--- config.mk ---
export PLATFORM = sky130hd
export DESIGN_NAME = top_downsample
export DESIGN_NICKNAME = d
export VERILOG_FILES = /design/src/rtl/downsample_pkg.sv /design/src/rtl/addr_gen_downsample.sv /design/src/rtl/top_downsample.sv
export SDC_FILE = /design/constraint.sdc
export NUM_CORES = 1
export LEC_CHECK = 0
export ABC_CLOCK_PERIOD_IN_PS = 6600
export CAP_MARGIN = 20
export CORE_MARGIN = 5
export CORE_UTILIZATION = 45
export CTS_CLUSTER_SIZE = 28
export DETAILED_ROUTE_END_ITERATION = 10
export PLACE_DENSITY_LB_ADDON = 0.08
export SLEW_MARGIN = 40
export SYNTH_ARGS = -nofsm -noshare
export SYNTH_HDL_FRONTEND = slang
export SYNTH_SLANG_ARGS = --single-unit
--- constraint.sdc ---
create_clock -name clk -period 6.6 [get_ports clk]
set_input_delay 0.66 -clock clk [delete_from_list [all_inputs] [get_ports clk]]
set_output_delay 0.66 -clock clk [all_outputs]
set_load 0.01 [all_outputs]
--- src/rtl/downsample_pkg.sv ---
// Shared constants and types for the 2x2 average-pool downsampler.
package downsample_pkg;

  localparam int LENGTH = 16;
  localparam int ADDR_W = 14;
  localparam int ACC_W  = LENGTH + 2;

  localparam logic [2:0] SIZE_8   = 3'd0;
  localparam logic [2:0] SIZE_16  = 3'd1;
  localparam logic [2:0] SIZE_32  = 3'd2;
  localparam logic [2:0] SIZE_64  = 3'd3;
  localparam logic [2:0] SIZE_128 = 3'd4;
  localparam logic [2:0] SIZE_MAX = SIZE_128;

  typedef enum logic [1:0] {
    IDLE  = 2'd0,
    RUN   = 2'd1,
    DRAIN = 2'd2,
    DONE  = 2'd3
  } state_t;

  function automatic logic [2:0] clamp_size(input logic [2:0] size);
    return (size > SIZE_MAX) ? SIZE_MAX : size;
  endfunction

  // Output-map width minus one, i.e. the last row/column index of the result.
  function automatic logic [5:0] half_width_m1(input logic [2:0] size);
    logic [5:0] res;
    case (clamp_size(size))
      SIZE_8:   res = 6'd3;
      SIZE_16:  res = 6'd7;
      SIZE_32:  res = 6'd15;
      SIZE_64:  res = 6'd31;
      SIZE_128: res = 6'd63;
      default:  res = 6'd63;
    endcase
    return res;
  endfunction

endpackage

--- src/rtl/addr_gen_downsample.sv ---
// Tap/column/row counters for the downsampler: emits the registered input
// read address plus the tap index, output pixel index and last-tap flag.
module addr_gen_downsample
  import downsample_pkg::*;
(
  input  logic              clk,
  input  logic              rst,
  input  logic              clear,
  input  logic              advance,
  input  logic [2:0]        size,
  output logic [ADDR_W-1:0] addr_input,
  output logic [1:0]        tap,
  output logic [ADDR_W-1:0] pix,
  output logic              last
);

  logic [1:0]        tap_q;
  logic [5:0]        col_q;
  logic [5:0]        row_q;
  logic [ADDR_W-1:0] pix_q;
  logic [5:0]        half_m1;
  logic              col_end;
  logic              row_end;
  logic [6:0]        in_row;
  logic [6:0]        in_col;
  logic [3:0]        row_shift;
  logic [ADDR_W-1:0] tap_addr;

  assign half_m1   = half_width_m1(size);
  assign col_end   = (col_q == half_m1);
  assign row_end   = (row_q == half_m1);
  assign in_row    = {row_q, tap_q[1]};
  assign in_col    = {col_q, tap_q[0]};
  assign row_shift = 4'd3 + {1'b0, size};
  // W is a power of two, so row*W is a shift by log2(W) = 3+size.
  assign tap_addr  = (ADDR_W'(in_row) << row_shift) | ADDR_W'(in_col);

  assign tap  = tap_q;
  assign pix  = pix_q;
  assign last = (tap_q == 2'd3) && col_end && row_end;

  always_ff @(posedge clk) begin
    if (!rst) begin
      tap_q      <= 2'd0;
      col_q      <= 6'd0;
      row_q      <= 6'd0;
      pix_q      <= '0;
      addr_input <= '0;
    end else if (clear) begin
      tap_q <= 2'd0;
      col_q <= 6'd0;
      row_q <= 6'd0;
      pix_q <= '0;
    end else if (advance) begin
      addr_input <= tap_addr;
      tap_q      <= tap_q + 2'd1;
      if (tap_q == 2'd3) begin
        pix_q <= pix_q + ADDR_W'(1);
        if (col_end) begin
          col_q <= 6'd0;
          row_q <= row_end ? 6'd0 : row_q + 6'd1;
        end else begin
          col_q <= col_q + 6'd1;
        end
      end
    end
  end

endmodule

--- src/rtl/top_downsample.sv ---
// 2x2 average-pool downsampler: FSM, tap pipeline, accumulator and output regs.
// Build option DOWNSAMPLE_ROUND_EN selects round-half-up instead of floor.
//
// state | meaning
// IDLE  | waiting for start, size latched on accept
// RUN   | one tap read issued per cycle, row-major output pixels
// DRAIN | two cycles letting the last pixel's taps reach the output
// DONE  | single cycle, done pulses on the following cycle
module top_downsample
  import downsample_pkg::*;
#(
  parameter int length = LENGTH
) (
  input  logic              clk,
  input  logic              rst,
  input  logic              start,
  input  logic [2:0]        size_downsample,
  output logic              done,
  output logic [ADDR_W-1:0] addr_input,
  input  logic [length-1:0] t_data_in,
  output logic [length-1:0] t_data_out,
  output logic [ADDR_W-1:0] addr_output,
  output logic              en_write_out
);

  // Two guard bits above the sample width hold a sum of four taps.
  localparam int acc_w = ACC_W - LENGTH + length;

  state_t                  state_q;
  state_t                  state_d;
  logic [2:0]              size_q;
  logic                    drain_q;
  logic                    clear;
  logic                    issue;
  logic [1:0]              gen_tap;
  logic [ADDR_W-1:0]       gen_pix;
  logic                    gen_last;
  logic                    s1_valid;
  logic                    s2_valid;
  logic [1:0]              s1_tap;
  logic [1:0]              s2_tap;
  logic [ADDR_W-1:0]       s1_pix;
  logic [ADDR_W-1:0]       s2_pix;
  logic signed [acc_w-1:0] acc_q;
  logic signed [acc_w-1:0] tap_ext;
  logic signed [acc_w-1:0] sum;
  logic signed [acc_w-1:0] rounded;

  assign clear = (state_q == IDLE) && start;
  assign issue = (state_q == RUN);

  addr_gen_downsample u_addr_gen (
    .clk        (clk),
    .rst        (rst),
    .clear      (clear),
    .advance    (issue),
    .size       (size_q),
    .addr_input (addr_input),
    .tap        (gen_tap),
    .pix        (gen_pix),
    .last       (gen_last)
  );

  always_comb begin
    state_d = state_q;
    case (state_q)
      IDLE:    if (start) state_d = RUN;
      RUN:     if (gen_last) state_d = DRAIN;
      DRAIN:   if (drain_q) state_d = DONE;
      DONE:    state_d = IDLE;
      default: state_d = IDLE;
    endcase
  end

  always_ff @(posedge clk) begin
    if (!rst) begin
      state_q <= IDLE;
      size_q  <= SIZE_8;
      drain_q <= 1'b0;
      done    <= 1'b0;
    end else begin
      state_q <= state_d;
      if (clear) size_q <= clamp_size(size_downsample);
      drain_q <= (state_q == DRAIN) && !drain_q;
      done    <= (state_q == DONE);
    end
  end

  assign tap_ext = acc_w'(signed'(t_data_in));
  assign sum     = acc_q + tap_ext;
`ifdef DOWNSAMPLE_ROUND_EN
  assign rounded = sum + acc_w'(2);
`else
  assign rounded = sum;
`endif

  // Stage 1 lines up with addr_input, stage 2 with the returned read data.
  always_ff @(posedge clk) begin
    if (!rst) begin
      s1_valid     <= 1'b0;
      s1_tap       <= 2'd0;
      s1_pix       <= '0;
      s2_valid     <= 1'b0;
      s2_tap       <= 2'd0;
      s2_pix       <= '0;
      acc_q        <= '0;
      t_data_out   <= '0;
      addr_output  <= '0;
      en_write_out <= 1'b0;
    end else begin
      s1_valid     <= issue;
      s1_tap       <= gen_tap;
      s1_pix       <= gen_pix;
      s2_valid     <= s1_valid;
      s2_tap       <= s1_tap;
      s2_pix       <= s1_pix;
      en_write_out <= 1'b0;
      if (s2_valid) begin
        case (s2_tap)
          2'd0: acc_q <= tap_ext;
          2'd3: begin
            t_data_out   <= rounded[length+1:2];
            addr_output  <= s2_pix;
            en_write_out <= 1'b1;
          end
          default: acc_q <= sum;
        endcase
      end
    end
  end

endmodule

==> qor.yml <==
post_dp_cell_area_um2: 6910
numClockSinks: 132
die_w_um: 127
hpwl_um: 10200
yosys_warnings: 0
required_ps: 6900
start_kind: "flop"
h-tree-depth: 4
r2r_cells: 11
dr.first_iter.drc_count: 294
leakage_nw: 2.84
io-pin-count: 68
wl_per_cell_um: 15.3
worstHoldStart: "s1_pix[5]$_SDFF_PN0_"
fmax_mhz: 313
cts-root-buf: "clkbuf_16"
grt_max_degree: 53
synth_seq_cells: 132
hold_violations: 0
clock_skew_ps: 5.18
track_usage: 0.189
post_cts_resized: 0
period_share: 0.484
port_buffers: 67
cpPeakStageDelay_ps: 760
grt_antenna_before_repair: 0
grt_pass1_vias: 4999
max_cap_viol_count: 0
final_layout_size_suffix_gt1_frac: 0.0538
r2r-start: "size_q[0]$_SDFFE_PN0P_"
yosysTopAreaCell: "dfxtp_1"
hold_depth: 1
post-route-min-period_ps: 3190
worstSetupPathType: "reg -> reg"
crit_slowest_cell: "dfxtp_1"
overflow: 0
cts_tree: "yes"
fp.dieH_um: 127
cts_post_setup_buffers_inserted: 0
insertedDiodeCount: 0
final_common_cell: "dfxtp_1"
grt_pass1_wl_um: 24600
drtPass1Iterations: 5
cellPowerDensity_nw_per_um2: 308
rsz0062_at_grt: "no"
setup_tns_ps: 0
r2r_slack_ps: 3410
tightest_slew_ps: 804
worstPathCellList: "inv_1 > ha_1 > inv_1 > ha_1 > o21ai_0 > o21ai_1 > a2bb2oi_1 > a221oi_4 > a41oi_1 > or4_1 > o211a_1"
cts_inserted_buffers: 17
die-area_um2: 16100
core_area_um2: 13300
setup_viol: 0
hold_buffers: 0
routed_via_density: 5.35
layout_common_cells: "dfxtp_1, nand2_1, nor2_1"
ys_seq_area_frac: 0.429
clkTransAtPathRegs_ps: 50
post-route-util: 0.560
drtAntennaViolNets: 0
ys_async_sr_fraction: 0
path_max_fanout: 20
hold_end: "s2_pix[5]$_SDFF_PN0_"
wirelength_um: 14900
yosysTopAreaCellShare: 0.429
synth_area_leaders: "dfxtp_1, a21oi_1, nand2_1"
start_util: 0.462
drc_errors: 0
cts_buffer_depth: 2
run_status: "complete, no violations"
final_cell_area_um2: 7470
vias: 5220
synth-edff-count: 0
n_fill_cell: 1282
cp-end-kind: "flop"
rows: 42
syn-instance-count: 739
max-vdd-ir-drop_mv: 0.194
avgSynthCellArea_um2: 8.34
slew-limit-headroom: 0.462
synth_area_um2: 6160
yosys_most_used_dff: "dfxtp_1"
finalWeightedCongestion: 0.853
layout-area-overhead-vs-synth_pct: 21.2
finalNetCount: 838
worst_ep_arrival_time_ps: 3500
rr_endpoint: "state_q[0]$_SDFFE_PN0P_"
syn-num-nets: 790
hold_class: "reg -> reg"
slew_violations: 0
totalPowerFinal_mw: 2.30
synthDistinctLibCells: 64
clk_latency_ps: 410
## critical path, delay by kind of cell, from the launching register on
family	cells	cell delay (ps)
DFF	1	760
adders and majority gates	2	480
AOI/OAI and AO/OA	6	1060
buffers and inverters	2	280
and+or+nand+nor	1	500
## how the worst max path moves through the flow
stage	slack (ps)	depth (start not counted)	from	end
after floorplan	3910	12	size_q[0]$_SDFFE_PN0P_	state_q[0]$_SDFFE_PN0P_
after global placement	3340	5	rst	u_addr_gen.row_q[4]$_SDFFE_PP0P_
after detailed placement	3350	9	t_data_in[6]	t_data_out[13]$_SDFFE_PN0P_
after CTS	3410	11	size_q[0]$_SDFFE_PN0P_	state_q[0]$_SDFFE_PN0P_
after global routing	3180	11	size_q[0]$_SDFFE_PN0P_	state_q[0]$_SDFFE_PN0P_
final	3410	11	size_q[0]$_SDFFE_PN0P_	state_q[0]$_SDFFE_PN0P_
## state kept, by name, summed over array words and instances (netlist names)
| signal | cells |
|---|---|
| addr_output | 14 |
| u_addr_gen.tap | 2 |
| s2_valid | 1 |
| u_addr_gen.pix | 14 |
| state_q | 2 |
| u_addr_gen.row_q | 6 |
| drain_q | 1 |
| s1_pix | 14 |
| s1_valid | 1 |
| done | 1 |
| s2_tap | 2 |
| en_write_out | 1 |
| u_addr_gen.addr_input | 14 |
| s1_tap | 2 |
| acc_q | 18 |
| s2_pix | 14 |
| u_addr_gen.col_q | 6 |
| t_data_out | 16 |
| size_q | 3 |
## report_power, final
part	total, mW	switching [mW]	internal [mW]
sequential	0.908	0.0482	0.860
combinational	0.497	0.283	0.215
clock	0.896	0.336	0.560
## synth_stat cells, types with 3 or more instances
master      n
nor3b_1     4
and2_1     39
a221oi_1    3
nor3_1     15
mux2i_1    10
o21ai_1     5
nand3_1    17
a21o_1      4
or3_1       7
or2_2       3
a311oi_1    6
nor2_1     77
dfxtp_1   132
and3_1      5
a21boi_0    3
buf_1       3
a211o_1     3
o211ai_1    7
clkbuf_1   36
xnor2_1    14
a211oi_1    7
inv_1      15
nor4_1      3
o21ai_0    37
or4_1       4
a31oi_1     3
nand4_1     7
o21a_1      5
ha_1       28
a21oi_1    75
xor2_1     18
nand2_1    96
nor2b_1     7
## final cells by class
class / count / area [µm²] / share of cell area
flip-flops and latches: 132 / 2640 / 0.354
clock buffers: 21 / 450 / 0.0603
multi-input cells: 548 / 3290 / 0.440
repair buffers: 72 / 703 / 0.0941
inverters: 16 / 60.1 / 0.00804
well taps: 176 / 220 / 0.0295
clock inverters: 10 / 109 / 0.0146
## cells by family after synthesis
family	Yosys count	synth area share
flops	132	0.429
fa+ha+maj	29	0.0601
simple gates	296	0.228
buf+inv	59	0.0388
compound gates	179	0.178
mux	12	0.0199
xor+xnor	32	0.0455
## stage by stage
stage,setup slack [ps],cells,hold WS [ps]
2_1_floorplan,3910,739,412
3_3_place_gp,3340,944,415
3_5_place_dp,3350,944,419
4_1_cts,3410,975,430
5_1_grt,3180,975,446
6_report,3410,975,428
## routing by layer
metal	routed length (µm)	vias up	global-route usage
met5	0	-	0
met4	165	0	0.0505
met3	720	15	0.0559
met2	7290	118	0.328
met1	6710	2425	0.228
li1	-	2662	-
Note: power is estimated with default switching activity, not from simulation.
